===== config.mk =====
export PLATFORM = sky130hd
export DESIGN_NAME = dmem_ctrl
export DESIGN_NICKNAME = d
export VERILOG_FILES = /design/src/rtl/dmem_ctrl_pkg.sv /design/src/rtl/dmem_byte_merge.sv /design/src/rtl/dmem_ctrl.sv
export SDC_FILE = /design/constraint.sdc
export NUM_CORES = 1
export LEC_CHECK = 0
export BUFFER_PORTS_ARGS = -buffer_cell sky130_fd_sc_hd__buf_2
export CAP_MARGIN = 20
export CORE_AREA = 2 2 98 100
export CTS_BUF_LIST = sky130_fd_sc_hd__clkbuf_8
export DETAILED_ROUTE_END_ITERATION = 16
export DIE_AREA = 0 0 100 102
export PLACE_DENSITY = 0.86
export SLEW_MARGIN = 20
export SYNTH_ARGS = -nofsm -noshare
export SYNTH_HDL_FRONTEND = slang
export SYNTH_SLANG_ARGS = --single-unit

===== constraint.sdc =====
create_clock -name clk -period 4.96 [get_ports clk]
set_clock_uncertainty 0.15 [all_clocks]
set_input_delay 0.248 -clock clk [delete_from_list [all_inputs] [get_ports clk]]
set_output_delay 0.248 -clock clk [all_outputs]
set_load 0.03 [all_outputs]

===== src/rtl/dmem_ctrl_pkg.sv =====
// Shared types and constants for the data-memory access controller.
package dmem_ctrl_pkg;

  localparam int unsigned WORD_LEN  = 32;
  localparam int unsigned ADDR_SIZE = 32;
  localparam int unsigned BE_WIDTH  = 4;

  localparam logic [BE_WIDTH-1:0] BE_FULL = 4'hF;

  typedef enum logic [1:0] {
    DMEM_CTRL_IDLE   = 2'd0,
    DMEM_CTRL_ACCESS = 2'd1,
    DMEM_CTRL_RMW_WR = 2'd2
  } dmem_state_e;

endpackage


===== src/rtl/dmem_byte_merge.sv =====
// Combinational lane merge: take new bytes where be is set, keep old bytes elsewhere.
module dmem_byte_merge
  import dmem_ctrl_pkg::*;
(
  input  logic [WORD_LEN-1:0] old_word,
  input  logic [WORD_LEN-1:0] new_word,
  input  logic [BE_WIDTH-1:0] be,
  output logic [WORD_LEN-1:0] merged
);

  always_comb begin
    merged = old_word;
    for (int i = 0; i < BE_WIDTH; i++) begin
      if (be[i]) merged[8*i +: 8] = new_word[8*i +: 8];
    end
  end

endmodule


===== src/rtl/dmem_ctrl.sv =====
// Data-memory access controller: arbitrates port A (and port B when DMEM_CTRL_LOADER_EN is
// defined) onto a word-only dmem, turning partial stores into a read-modify-write.
module dmem_ctrl
  import dmem_ctrl_pkg::*;
#(
  parameter int unsigned INIT_PRIO = 0
) (
  input  logic                 clk,
  input  logic                 rstn,
  input  logic                 a_req,
  input  logic                 a_we,
  input  logic [BE_WIDTH-1:0]  a_be,
  input  logic [ADDR_SIZE-1:0] a_addr,
  input  logic [WORD_LEN-1:0]  a_wdata,
  output logic [WORD_LEN-1:0]  a_rdata,
  output logic                 a_ack,
`ifdef DMEM_CTRL_LOADER_EN
  input  logic                 b_req,
  input  logic                 b_we,
  input  logic [BE_WIDTH-1:0]  b_be,
  input  logic [ADDR_SIZE-1:0] b_addr,
  input  logic [WORD_LEN-1:0]  b_wdata,
  output logic [WORD_LEN-1:0]  b_rdata,
  output logic                 b_ack,
`endif
  output logic                 mem_we,
  output logic [WORD_LEN-1:0]  mem_addr,
  output logic [WORD_LEN-1:0]  mem_wdata,
  input  logic [WORD_LEN-1:0]  mem_rdata
);

  dmem_state_e state_q, state_d;

  logic                 we_q;
  logic [BE_WIDTH-1:0]  be_q;
  logic [ADDR_SIZE-3:0] addr_q;
  logic [WORD_LEN-1:0]  wdata_q;
  logic [WORD_LEN-1:0]  merge_q;
  logic [WORD_LEN-1:0]  merged;

  logic                 req_any;
  logic                 owner_b;
  logic                 sel_we;
  logic [BE_WIDTH-1:0]  sel_be;
  logic [ADDR_SIZE-1:0] sel_addr;
  logic [WORD_LEN-1:0]  sel_wdata;
  logic                 start;
  logic                 partial;
  logic                 ack;

  // Grants only happen in IDLE, so a requester still holding req on its ack edge is not re-granted.
  assign start   = (state_q == DMEM_CTRL_IDLE) && req_any;
  assign partial = we_q && (be_q != BE_FULL) && (be_q != '0);

`ifdef DMEM_CTRL_LOADER_EN
  logic owner_q;
  logic prio_q;  // 1: B wins a tie
  logic gnt_b;
  logic [1:0] unused_addr_lsb;

  assign req_any   = a_req | b_req;
  assign gnt_b     = b_req & (~a_req | prio_q);
  assign sel_we    = gnt_b ? b_we    : a_we;
  assign sel_be    = gnt_b ? b_be    : a_be;
  assign sel_addr  = gnt_b ? b_addr  : a_addr;
  assign sel_wdata = gnt_b ? b_wdata : a_wdata;
  assign owner_b   = owner_q;
  assign unused_addr_lsb = a_addr[1:0] ^ b_addr[1:0];

  always_ff @(posedge clk or negedge rstn) begin
    if (!rstn) begin
      owner_q <= 1'b0;
      prio_q  <= (INIT_PRIO != 0);
    end else if (start) begin
      owner_q <= gnt_b;
      prio_q  <= ~gnt_b;
    end
  end

  assign b_ack   = ack & owner_b;
  assign b_rdata = (ack && owner_b && !we_q) ? mem_rdata : '0;
`else
  logic       unused_init_prio;
  logic [1:0] unused_addr_lsb;

  assign req_any          = a_req;
  assign sel_we           = a_we;
  assign sel_be           = a_be;
  assign sel_addr         = a_addr;
  assign sel_wdata        = a_wdata;
  assign owner_b          = 1'b0;
  assign unused_init_prio = (INIT_PRIO != 0);
  assign unused_addr_lsb  = a_addr[1:0];
`endif

  assign a_ack   = ack & ~owner_b;
  assign a_rdata = (ack && !owner_b && !we_q) ? mem_rdata : '0;

  dmem_byte_merge u_merge (
    .old_word (merge_q),
    .new_word (wdata_q),
    .be       (be_q),
    .merged   (merged)
  );

  always_ff @(posedge clk or negedge rstn) begin
    if (!rstn) begin
      state_q <= DMEM_CTRL_IDLE;
      we_q    <= 1'b0;
      be_q    <= '0;
      addr_q  <= '0;
      wdata_q <= '0;
      merge_q <= '0;
    end else begin
      state_q <= state_d;
      if (start) begin
        we_q    <= sel_we;
        be_q    <= sel_be;
        addr_q  <= sel_addr[ADDR_SIZE-1:2];
        wdata_q <= sel_wdata;
      end
      if (state_q == DMEM_CTRL_ACCESS && partial) merge_q <= mem_rdata;
    end
  end

  always_comb begin
    state_d = state_q;
    unique case (state_q)
      DMEM_CTRL_IDLE:   if (req_any) state_d = DMEM_CTRL_ACCESS;
      DMEM_CTRL_ACCESS: state_d = partial ? DMEM_CTRL_RMW_WR : DMEM_CTRL_IDLE;
      DMEM_CTRL_RMW_WR: state_d = DMEM_CTRL_IDLE;
      default:          state_d = DMEM_CTRL_IDLE;
    endcase
  end

  // Outputs are decoded from registered state only, so reset drops mem_we immediately.
  always_comb begin
    mem_we    = 1'b0;
    mem_wdata = '0;
    ack       = 1'b0;
    mem_addr  = {addr_q, 2'b00};
    unique case (state_q)
      DMEM_CTRL_ACCESS: begin
        ack = ~partial;
        if (we_q && be_q == BE_FULL) begin
          mem_we    = 1'b1;
          mem_wdata = wdata_q;
        end
      end
      DMEM_CTRL_RMW_WR: begin
        mem_we    = 1'b1;
        mem_wdata = merged;
        ack       = 1'b1;
      end
      default: ;
    endcase
  end

endmodule


==> Flow_metrics.wiki <==
{| class="wikitable"
! Metric !! Value
|-
| Max clock buf depth || 2
|-
| Commonest cells after routing, fill and taps aside || 196 x sky130_fd_sc_hd__buf_2, 101 x sky130_fd_sc_hd__dfrtp_1, 101 x sky130_fd_sc_hd__dlygate4sd3_1
|-
| Via count of the first global-routing pass || 4614
|-
| Fill cell count || about 530
|-
| Mapped Avg Cell Area || between 10 and 15 um2
|-
| Number of vias in the routed layout || ~4.2k
|-
| Slack of the worst reg-to-reg path || approximately 2.5 ns
|-
| Relative slew margins || about 37%
|-
| Average via count per standard cell || between 5 and 6
|-
| Post-placement setup slack || 1.99 ns
|-
| Count of cells along the worst register-to-register path || 6
|-
| Tcrit/Tclk final || around two thirds
|-
| Final HPWL from detailed placement || roughly 8300 um
|-
| Startpoint class of the critical path || flop
|-
| Floorplan Core Area || approximately 9100 um2
|-
| Rows || 35
|-
| Count of final max-slew check failures || 0
|-
| Number of buffers created by CTS || 9
|-
| Cell area power density || 560 nW/um2
|-
| Max capacitance violation total || 0
|-
| Die Area || approximately 10000 um2
|-
| Minimum period implied by the final worst setup slack || 3.36 ns
|-
| Global-route wire length before repair || about 23000 um
|-
| Required @ worst endpoint || between 4 and 5 ns
|-
| Adder-Cell Fraction of Synth Area || less than 1%
|-
| Basic-gate share of the synthesized area counting and, or, nand and nor cells || a little under an eighth
|-
| Number of diodes added for antenna fixing || 0
|-
| IO Pins || 202
|-
| Total of buffers placed on input and output ports || ~200
|-
| End of the worst register-to-register path || merge_q[28]$_DFFE_PN0P_
|-
| Dominant combinational cell family by area after synthesis || multiplexers
|-
| Horizontal extent of the die || around 100 um
|-
| Leakage power || about 3.3 nW
|-
| Peak Freq || 0.297 GHz
|-
| DRC violations left || 0
|-
| Number of cells produced by synthesis || ~390
|-
| Largest voltage drop on the vdd net || 0.000507 V
|-
| Cell area after layout || between 6000 and 7000 um2
|-
| Number of buffers inserted by post-CTS setup repair || 0
|-
| Antenna violations before repair || 0
|-
| Post-route antenna net violation count || 0
|-
| RSZ-0062 raised after global routing || no
|-
| Initial Util || between 50% and 60%
|-
| Count of warnings emitted by yosys || 0
|-
| Post-detailed-routing wire length || between 10000 and 15000 um
|-
| Aggregate negative setup slack || 0 ns
|-
| Root Driver || sky130_fd_sc_hd__clkbuf_8
|-
| DR WL/cell || around 18 um
|-
| Number of H-tree levels || 3
|-
| Synth Area in XOR/XNOR || 0%
|-
| Synthesis-to-layout area growth || 47.3%
|-
| TritonCTS clock tree || yes
|-
| Fraction of the mapped netlist area in compound gates || approximately 5.0%
|-
| Grt total ovfl || 0
|-
| Die Ht || 102 um
|-
| Worst EP arrival || 2.97 ns
|-
| Post-synthesis mux area share || ~26%
|-
| Largest fanout on the critical path || 21
|-
| Final setup violation count || 0
|-
| Pin count of the biggest net entering global routing || 68
|-
| Clk Latency, worst-skew pair || roughly 0.35 ns
|-
| Number of distinct library cells after synthesis || 25
|-
| Number of design-rule violations left by the first detailed-router iteration || between 100 and 150
|-
| Proportion of layout cells with a drive suffix above 1 || about 45%
|-
| Number of endpoints with negative hold slack in the final report || 0
|-
| Total design power || between 3 and 4 mW
|-
| Storage element area || between 2000 and 3000 um2
|-
| Transition time at the pin with the least slew margin || 0.937 ns
|-
| Final weighted congestion in routability-driven placement || 0.785
|-
| Combined area of the multi-input logic cells || slightly above 2000 um2
|-
| Placed standard-cell area || slightly below 6000 um2
|-
| Layout Nets || a little under 800
|-
| Synth Register Bits || ~100
|-
| CP Capture Type || output pin
|-
| Clock Sinks || between 100 and 150
|-
| DRT Pass-1 Iters || 4
|-
| Launch instance of the worst register-to-register path || state_q[1]$_DFFE_PN0P_
|-
| Sequential element share of the synthesized area || 53.3%
|-
| Result of the run || finished, final reports clean
|-
| Reg clk slew, reported paths || 0.11 ns
|-
| Post-layout worst setup margin || about 1.6 ns
|-
| All-layer global routing usage || between 20% and 30%
|-
| Class of the worst hold path || input pin to async pin
|-
| Commonest non-fill, non-tap cell in the layout || sky130_fd_sc_hd__buf_2
|-
| Post-synthesis cell area || 4740 um2
|-
| Crit path kind || flop to output pin
|}
==> worst max path at each step <==
stage | from | endpoint | slack, ns | depth (start not counted)
2_1_floorplan | state_q[0]$_DFFE_PN0P_ | mem_wdata[16] | 2.69 | 7
3_3_place_gp | state_q[0]$_DFFE_PN0P_ | a_rdata[31] | 2.04 | 6
3_5_place_dp | state_q[1]$_DFFE_PN0P_ | a_rdata[18] | 1.99 | 6
4_1_cts | state_q[1]$_DFFE_PN0P_ | a_rdata[31] | 1.59 | 6
5_1_grt | state_q[1]$_DFFE_PN0P_ | a_rdata[27] | 1.35 | 6
6_report | state_q[0]$_DFFE_PN0P_ | a_rdata[27] | 1.60 | 6
==> worst max-delay path, stage by stage, from the launching register on <==
cell,delay (ns)
sky130_fd_sc_hd__dfrtp_1,0.38
sky130_fd_sc_hd__inv_1,0.07
sky130_fd_sc_hd__ha_1,0.66
sky130_fd_sc_hd__nor3b_2,0.77
sky130_fd_sc_hd__buf_4,0.35
sky130_fd_sc_hd__and2_1,0.18
sky130_fd_sc_hd__buf_2,0.20
==> area by class of cell <==
cell class	instances	area share [%]
Clock buffer	9	1.77
Clock inverter	7	1.02
Multi-Input combinational cell	253	29.7
Timing Repair Buffer	303	29.2
Tap cell	111	1.99
Inverter	2	0.108
Sequential cell	101	36.2
==> through the flow <==
stage / instances / hold WS (ns) / util [%]
2_1_floorplan: 387 / -0.198 / -
3_3_place_gp: 669 / 0.155 / 63.4
3_5_place_dp: 669 / 0.163 / 63.4
4_1_cts: 786 / 0.297 / 76.7
5_1_grt: 786 / 0.357 / 76.7
6_report: 786 / 0.303 / 76.7
==> logic make-up (layout without fill, tap and decap cells) <==
group | after synthesis | after routing
other | 1 | 2
adder cells (fa/ha/maj) | 3 | 3
AO/OA/AOI/OAI | 34 | 34
AND/OR/NAND/NOR | 106 | 106
multiplexers | 108 | 108
flip-flops | 101 | 101
buffers and inverters | 33 | 321
==> flip-flops by register name, indices dropped and copies added, names as in the netlist <==
name and flops:
merge_q 32, wdata_q 32, addr_q 30, be_q 4, state_q 2, we_q 1
==> synthesized netlist by cell type <==
cell	count	area share (%)
sky130_fd_sc_hd__a21oi_2	1	0.18
sky130_fd_sc_hd__nand2b_1	5	0.66
sky130_fd_sc_hd__nor2b_1	9	1.2
sky130_fd_sc_hd__nor4b_1	1	0.18
sky130_fd_sc_hd__nor3b_1	2	0.32
sky130_fd_sc_hd__nand2_1	47	3.7
sky130_fd_sc_hd__nor3b_4	1	0.40
sky130_fd_sc_hd__inv_1	2	0.16
sky130_fd_sc_hd__clkbuf_1	13	1.0
sky130_fd_sc_hd__o22ai_1	24	3.2
sky130_fd_sc_hd__and4_1	1	0.18
sky130_fd_sc_hd__nor2_1	1	0.079
sky130_fd_sc_hd__mux2_2	79	19
sky130_fd_sc_hd__a32oi_1	8	1.5
sky130_fd_sc_hd__dfrtp_1	101	53
sky130_fd_sc_hd__nand3_1	2	0.21
sky130_fd_sc_hd__conb_1	1	0.079
sky130_fd_sc_hd__ha_1	3	0.79
sky130_fd_sc_hd__mux2_1	29	6.9
sky130_fd_sc_hd__buf_4	5	0.79
sky130_fd_sc_hd__buf_2	8	0.84
sky130_fd_sc_hd__and2_1	36	4.8
sky130_fd_sc_hd__nor4_2	1	0.26
sky130_fd_sc_hd__o21a_1	1	0.16
sky130_fd_sc_hd__buf_1	5	0.40
==> power by group <==
part | internal, mW | switching, mW
Sequential | 1.24 | 0.270
Clock | 0.196 | 0.305
Combinational | 0.800 | 1.09
Total | 2.24 | 1.67
==> per-layer routing <==
metal / vias to the layer above / part of all wire (%) / track usage [%]
met5: - / 0 / 0
li1: 1908 / - / -
met4: 0 / 2.0 / 9.91
met3: 32 / 7.5 / 7.46
met1: 2048 / 38 / 31.7
met2: 208 / 53 / 52.6
==> repair_timing <==
item | CTS | global route
endpoints found under the hold margin | 150 | 0
hold buffers | 101 | 0
resized for setup | 0 | 0
Power figures use the tool's default switching activity.
